--- src/rtl/pf_lanectrl_dly_seq.sv ---
// Multi-lane delay-line tap sequencer between training logic and the PF IOD LANECTRL blocks.
// Define PF_LANECTRL_DLY_SEQ_PAUSE_EN to bracket moves/loads with an HS_IO_CLK_PAUSE window.
module pf_lanectrl_dly_seq #(
   parameter int unsigned NUM_LANES     = 4,
   parameter int unsigned TAP_W         = 8,
   parameter int unsigned MAX_TAP       = 255,
   parameter int unsigned LOAD_TAP      = 1,
   parameter int unsigned PAUSE_EXT_CYC = 2,
   parameter int unsigned SETTLE_CYC    = 4,
   localparam int unsigned LANE_W       = (NUM_LANES > 1) ? $clog2(NUM_LANES) : 1
) (
   input  logic                 fab_clk,
   input  logic                 arst_n,
   input  logic                 cmd_valid,
   output logic                 cmd_ready,
   input  logic [LANE_W-1:0]    cmd_lane,
   input  logic [1:0]           cmd_op,
   input  logic [TAP_W-1:0]     cmd_steps,
   input  logic [NUM_LANES-1:0] dly_oor_in,
   output logic                 hs_io_clk_pause,
   output logic [NUM_LANES-1:0] delay_line_move,
   output logic [NUM_LANES-1:0] delay_line_direction,
   output logic [NUM_LANES-1:0] delay_line_load,
   output logic                 rsp_valid,
   output logic [TAP_W-1:0]     rsp_tap,
   output logic                 rsp_oor,
   output logic                 rsp_err
);

   localparam logic [1:0] OpUp   = 2'b00;
   localparam logic [1:0] OpDn   = 2'b01;
   localparam logic [1:0] OpRead = 2'b11;

   typedef enum logic [2:0] {
      StIdle, StPause, StStepHi, StStepLo, StLoad, StRelease, StResp
   } state_e;

   state_e state_q, state_d, first_state, post_state;

   logic [LANE_W-1:0]    lane_q, eff_lane;
   logic [1:0]           op_q, eff_op;
   logic [TAP_W-1:0]     steps_q, eff_steps;
   logic [15:0]          cnt_q;
   logic                 err_q, oor_q;
   logic [TAP_W-1:0]     tap_q [NUM_LANES];
   logic [NUM_LANES-1:0] lane_oh;
   logic [TAP_W-1:0]     cur_tap;
   logic                 oor_sel, at_limit, lane_ok, accept, stop_oor, first_oor;
   logic                 rsp_valid_q, rsp_oor_q, rsp_err_q;
   logic [TAP_W-1:0]     rsp_tap_q;

   assign accept  = cmd_valid && (state_q == StIdle);
   assign lane_ok = 32'(cmd_lane) < NUM_LANES;

   // In IDLE the range check looks at the incoming command so the first step can start at once.
   always_comb begin : p_sel
      eff_lane  = (state_q == StIdle) ? cmd_lane  : lane_q;
      eff_op    = (state_q == StIdle) ? cmd_op    : op_q;
      eff_steps = (state_q == StIdle) ? cmd_steps : steps_q;
      cur_tap   = '0;
      oor_sel   = 1'b0;
      lane_oh   = '0;
      for (int i = 0; i < int'(NUM_LANES); i++) begin
         if (eff_lane == LANE_W'(i)) begin
            cur_tap = tap_q[i];
         end
         if (lane_q == LANE_W'(i)) begin
            lane_oh[i] = 1'b1;
            oor_sel    = dly_oor_in[i];
         end
      end
      at_limit = (eff_op == OpDn) ? (cur_tap == '0) : (cur_tap == TAP_W'(MAX_TAP));
   end

`ifdef PF_LANECTRL_DLY_SEQ_PAUSE_EN
   // The RESP cycle is the last settle cycle, so RELEASE itself lasts SETTLE_CYC-1.
   assign post_state = (SETTLE_CYC > 1) ? StRelease : StResp;
`else
   assign post_state = StResp;
`endif

   always_comb begin : p_first
      first_oor = 1'b0;
      if (eff_op == 2'b10) begin
         first_state = StLoad;
      end else if (eff_steps == '0) begin
         first_state = post_state;
      end else if (at_limit) begin
         first_state = post_state;
         first_oor   = 1'b1;
      end else begin
         first_state = StStepHi;
      end
   end

   always_ff @(posedge fab_clk or negedge arst_n) begin : p_state
      if (!arst_n) begin
         state_q <= StIdle;
      end else begin
         state_q <= state_d;
      end
   end

   always_comb begin : p_next
      state_d  = state_q;
      stop_oor = 1'b0;
      case (state_q)
         StIdle: begin
            if (accept) begin
               if (!lane_ok || cmd_op == OpRead) begin
                  state_d = StResp;
               end else begin
`ifdef PF_LANECTRL_DLY_SEQ_PAUSE_EN
                  state_d = StPause;
`else
                  state_d  = first_state;
                  stop_oor = first_oor;
`endif
               end
            end
         end
         StPause: begin
            if (cnt_q == 16'(PAUSE_EXT_CYC - 1)) begin
               state_d  = first_state;
               stop_oor = first_oor;
            end
         end
         StStepHi: state_d = StStepLo;
         StStepLo: begin
            if (steps_q == TAP_W'(1)) begin
               state_d = post_state;
            end else if (at_limit || oor_sel) begin
               state_d  = post_state;
               stop_oor = 1'b1;
            end else begin
               state_d = StStepHi;
            end
         end
         StLoad: state_d = post_state;
         StRelease: begin
            if (cnt_q == 16'(SETTLE_CYC - 2)) begin
               state_d = StResp;
            end
         end
         StResp:  state_d = StIdle;
         default: state_d = StIdle;
      endcase
   end

   always_ff @(posedge fab_clk or negedge arst_n) begin : p_data
      if (!arst_n) begin
         lane_q      <= '0;
         op_q        <= '0;
         steps_q     <= '0;
         cnt_q       <= '0;
         err_q       <= 1'b0;
         oor_q       <= 1'b0;
         rsp_valid_q <= 1'b0;
         rsp_tap_q   <= '0;
         rsp_oor_q   <= 1'b0;
         rsp_err_q   <= 1'b0;
         for (int i = 0; i < int'(NUM_LANES); i++) begin
            tap_q[i] <= TAP_W'(LOAD_TAP);
         end
      end else begin
         cnt_q <= (state_d != state_q) ? '0 : cnt_q + 16'd1;
         if (accept) begin
            lane_q  <= cmd_lane;
            op_q    <= cmd_op;
            steps_q <= cmd_steps;
            err_q   <= !lane_ok;
         end else if (state_q == StStepLo) begin
            steps_q <= steps_q - TAP_W'(1);
         end
         oor_q <= accept ? stop_oor : (oor_q | stop_oor);
         for (int i = 0; i < int'(NUM_LANES); i++) begin
            if (lane_oh[i] && state_q == StStepHi) begin
               tap_q[i] <= (op_q == OpDn) ? tap_q[i] - TAP_W'(1) : tap_q[i] + TAP_W'(1);
            end else if (lane_oh[i] && state_q == StLoad) begin
               tap_q[i] <= TAP_W'(LOAD_TAP);
            end
         end
         rsp_valid_q <= (state_q == StResp);
         if (state_q == StResp) begin
            rsp_tap_q <= err_q ? '0 : cur_tap;
            rsp_oor_q <= oor_q;
            rsp_err_q <= err_q;
         end
      end
   end

   always_comb begin : p_out
      cmd_ready            = (state_q == StIdle);
      delay_line_move      = (state_q == StStepHi) ? lane_oh : '0;
      delay_line_load      = (state_q == StLoad) ? lane_oh : '0;
      delay_line_direction = '0;
      if (op_q == OpUp &&
          (state_q inside {StPause, StStepHi, StStepLo, StRelease})) begin
         delay_line_direction = lane_oh;
      end
`ifdef PF_LANECTRL_DLY_SEQ_PAUSE_EN
      hs_io_clk_pause = (state_q inside {StPause, StStepHi, StStepLo, StLoad});
`else
      hs_io_clk_pause = 1'b0;
`endif
   end

   assign rsp_valid = rsp_valid_q;
   assign rsp_tap   = rsp_tap_q;
   assign rsp_oor   = rsp_oor_q;
   assign rsp_err   = rsp_err_q;

endmodule
--- config.mk ---
export PLATFORM = sky130hd
export DESIGN_NAME = pf_lanectrl_dly_seq
export DESIGN_NICKNAME = d
export VERILOG_FILES = /design/src/rtl/pf_lanectrl_dly_seq.sv
export SDC_FILE = /design/constraint.sdc
export NUM_CORES = 1
export LEC_CHECK = 0
export CAP_MARGIN = 20
export CELL_PAD_IN_SITES_DETAIL_PLACEMENT = 0
export CELL_PAD_IN_SITES_GLOBAL_PLACEMENT = 2
export CORE_UTILIZATION = 38
export CTS_CLUSTER_SIZE = 16
export DETAILED_ROUTE_END_ITERATION = 10
export GPL_ROUTABILITY_DRIVEN = 0
export HOLD_SLACK_MARGIN = 0.06
export PLACE_DENSITY = 0.82
export SLEW_MARGIN = 20
export SYNTH_ARGS = -nofsm -noshare
export SYNTH_HDL_FRONTEND = slang
export SYNTH_SLANG_ARGS = --single-unit
--- constraint.sdc ---
create_clock -name fab_clk -period 4.05 [get_ports fab_clk]
set_input_delay 0.6075 -clock fab_clk [delete_from_list [all_inputs] [get_ports fab_clk]]
set_output_delay 0.6075 -clock fab_clk [all_outputs]
set_load 0.05 [all_outputs]
==> flow_summary.toml <==
[run_status]
outcome = "finished clean"

[sta]
max_freq_mhz = 299.8
setup_viol = 0
fin_crit_sh_pct = 82.36
tightest_slew_ns = 0.9609
whs_ns = 0.4017
relSlewSlack_pct = 35.94
maxSlewViolCount = 0
final.setup_skew_ns = 0.006119
finalHoldViolations = 0
rsz0062_at_grt = "false"
fin_tns_setup_ns = 0
period_minus_slack_ns = 3.336
fin_ws_ns = 0.7144

[detailed_routing]
vias = 3896
initialDrtViolationCount = 322
wl_um = 12250
drt-pass1-iter-count = 4
ant_nets = 0
dr_wl_met2_um = 5973
remaining_drc_errors = 0
wire_per_inst_um = 17.13
met1_length_um = 5720
top_layer = "met4"
via_per_inst = 5.449
route.met3.wl_um = 395

[global_route]
grt_pass1_vias = 3907
track_usage_pct = 20.03
grt.overflow.total = 0
grt_pass1_wl_um = 20530
grt_max_degree = 75
antenna_found_initial = 0

[die]
ioPinCount = 44
die_w_um = 116.6
die_h_um = 116.6
start_util_pct = 39.23
coreArea_mm2 = 0.01272
rows = 41
dieArea_mm2 = 0.01360

[synthesis]
synth_compound_area_share_pct = 16.62
ys_seq_area_share_pct = 37.20
synthAdderAreaFrac_pct = 8.874
synthDistinctLibCells = 63
synth_top_family_by_area = "compound AO/OA/AOI/OAI gates"
synthCells = 496
syn_area_mm2 = 0.004991
yosys_most_used_dff = "dfrtp_1"
syn_area_per_cell_um2 = 10.06
synth-async-reset-ratio_pct = 100.0
yosys.area_share.simple_pct = 16.57
synth-warning-count = 0
ys_ff_latch = 74
muxShareOfSynthArea_pct = 11.46
synth_edf_count = 0
synth-xor-area-share_pct = 6.317

[final_layout]
diodes = 0
final_area_mm2 = 0.005864
final_cell_mix = "dfrtp_1 (70), nand2_1 (60), nor2_1 (50)"
layout_commonest_cell = "dfrtp_1"
drive_gt1_share_pct = 11.42
fill_cells = 1274
nNetsFinal = 590
area_growth_pct = 17.50

[power_and_ir_drop]
ir_drop_mv = 0.3420
combPwrFrac_pct = 53.7
seqPwrFrac_pct = 29.7
power.internal_w = 0.002569
p_switching_w = 0.002107
power.clock.fraction_pct = 16.5
p_per_area_mw_per_mm2 = 797.3
p_leak_nw = 2.712
p_sw_share_pct = 45.06

[cts]
cts_buffers = 9
cts_max_level = 3
holdBufCountCts = 0
cts-resized-gates = 0
clk_path_buf_depth = 2
post-cts-setup-buffer-count = 0
cts_tree = "built"
cts.sinks = 74
worstSkewPairLatency_ns = 0.34
clk_pin_slew_ns = 0.06
cts-root-buf = "clkbuf_16"

[setup_path]
r2r_start = "op_q[1]"
reg2reg_slack_ns = 0.71
cp_top_family = "compound AO/OA/AOI/OAI gates"
crit_cells = 10
path_cells = "nand2b_1 > inv_1 > buf_4 > ha_1 > a21oi_1 > o21bai_1 > a2111oi_0 > o21ai_0 > and4b_1 > a211o_1"
crit_type = "reg2reg"
crit_start = "op_q[1]"
critPathArrivalTime_ns = 3.56
cp-endpoint = "tap_q[15]"
r2r-end = "tap_q[15]"
endpoint_kind = "flip-flop"
start_kind = "flip-flop"
reg2reg_depth = 10
crit_path_max_fanout = 10
required_ns = 4.28
crit_path_max_incr_delay_ns = 0.52
cp_slowest_cell = "a2111oi_0"
crit_buf_inv = 2

[placement]
placed_cell_area_mm2 = 0.005575
dp_hpwl_um = 8948
io_buffers = 41
pre_cts_slack_ns = 0.4110

[hold_path]
holdCritPathClass = "in2async"

[run]
drv_cap = 0
-- sequential cells by signal, summed over array words and instances (netlist names) --
register / cells
tap_q: 32
cnt_q: 16
rsp_tap: 8
steps_q: 8
state_q: 3
lane_q: 2
op_q: 2
oor_q: 1
rsp_oor: 1
rsp_valid: 1
-- layout make-up --
class / count / area, µm² / share of cell area [%]
Clock buffer: 10 / 239.0 / 4.075
Clock inverter: 6 / 50.05 / 0.8534
Inverter: 11 / 41.29 / 0.7041
Multi-Input combinational cell: 393 / 2994 / 51.06
Sequential cell: 74 / 1857 / 31.66
Tap cell: 172 / 215.2 / 3.670
Timing Repair Buffer: 49 / 467.9 / 7.980
-- stage by stage --
step           utilization [%]  total power [W]  cells
6_report                 46.10         0.004676    715
5_1_grt                  46.10         0.005057    715
4_1_cts                  46.10         0.004723    715
3_5_place_dp             43.82         0.003926    699
3_3_place_gp             43.82         0.003849    699
2_1_floorplan                -         0.003250    497
-- cell families after synthesis --
| kind of cell | after synthesis |
|---|---|
| compound gates | 111 |
| xor+xnor | 36 |
| fa+ha+maj | 33 |
| buf+inv | 30 |
| flops | 74 |
| mux | 35 |
| other cells | 1 |
| simple gates | 176 |
-- power by group through the flow --
| stage | combinational, W | sequential, W | clock (W) |
|---|---|---|---|
| 2_1_floorplan | 0.00191 | 0.00134 | 0 |
| 3_3_place_gp | 0.00246 | 0.00139 | 0 |
| 3_5_place_dp | 0.00252 | 0.00140 | 0 |
| 4_1_cts | 0.00253 | 0.00139 | 0.000800 |
| 5_1_grt | 0.00278 | 0.00144 | 0.000837 |
| 6_report | 0.00251 | 0.00139 | 0.000773 |
-- worst min path at each step --
stage	startpoint	to	slack [ns]	depth (start not counted)
after global routing	arst_n	steps_q[5]	0.49	1
final	arst_n	steps_q[5]	0.40	1
after detailed placement	rsp_tap[7]	rsp_tap[7]	0.49	1
after CTS	arst_n	steps_q[1]	0.45	1
after floorplan	arst_n	cnt_q[0]	0.31	0
after global placement	rsp_tap[7]	rsp_tap[7]	0.49	1
-- synthesized netlist by cell type, drive strengths merged, types with 3 or more instances --
master   number  share of area, %
o21ai        13               1.3
or4           3              0.45
mux2i        13               3.1
xor2         16               2.8
o21bai        5              0.75
a211o         3              0.53
mux4         15               6.8
a22o         24               4.2
dfrtp        70                35
nor3          9              0.90
buf          10               1.4
mux2          7               1.6
a21oi        24               2.6
xnor2        20               3.5
o211ai        5              0.75
nand3         7              0.70
or3           5              0.63
clkbuf        9              0.68
nor4         10               1.3
a21o         13               2.0
fa            4               1.6
nand2b        5              0.63
nand4         3              0.38
nand2        60               4.5
dfstp         4               2.1
ha           29               7.3
o21a          3              0.45
a2111oi       3              0.65
nor2         50               3.8
nor2b         4              0.50
and3          8               1.0
inv          11              0.83
-- metal layers --
metal / track usage, % / up-vias
li1: - / 1906
met1: 26.33 / 1898
met2: 32.78 / 80
met3: 4.359 / 12
met4: 6.667 / 0
met5: 0 / -
(Power assumes the default switching activity.)
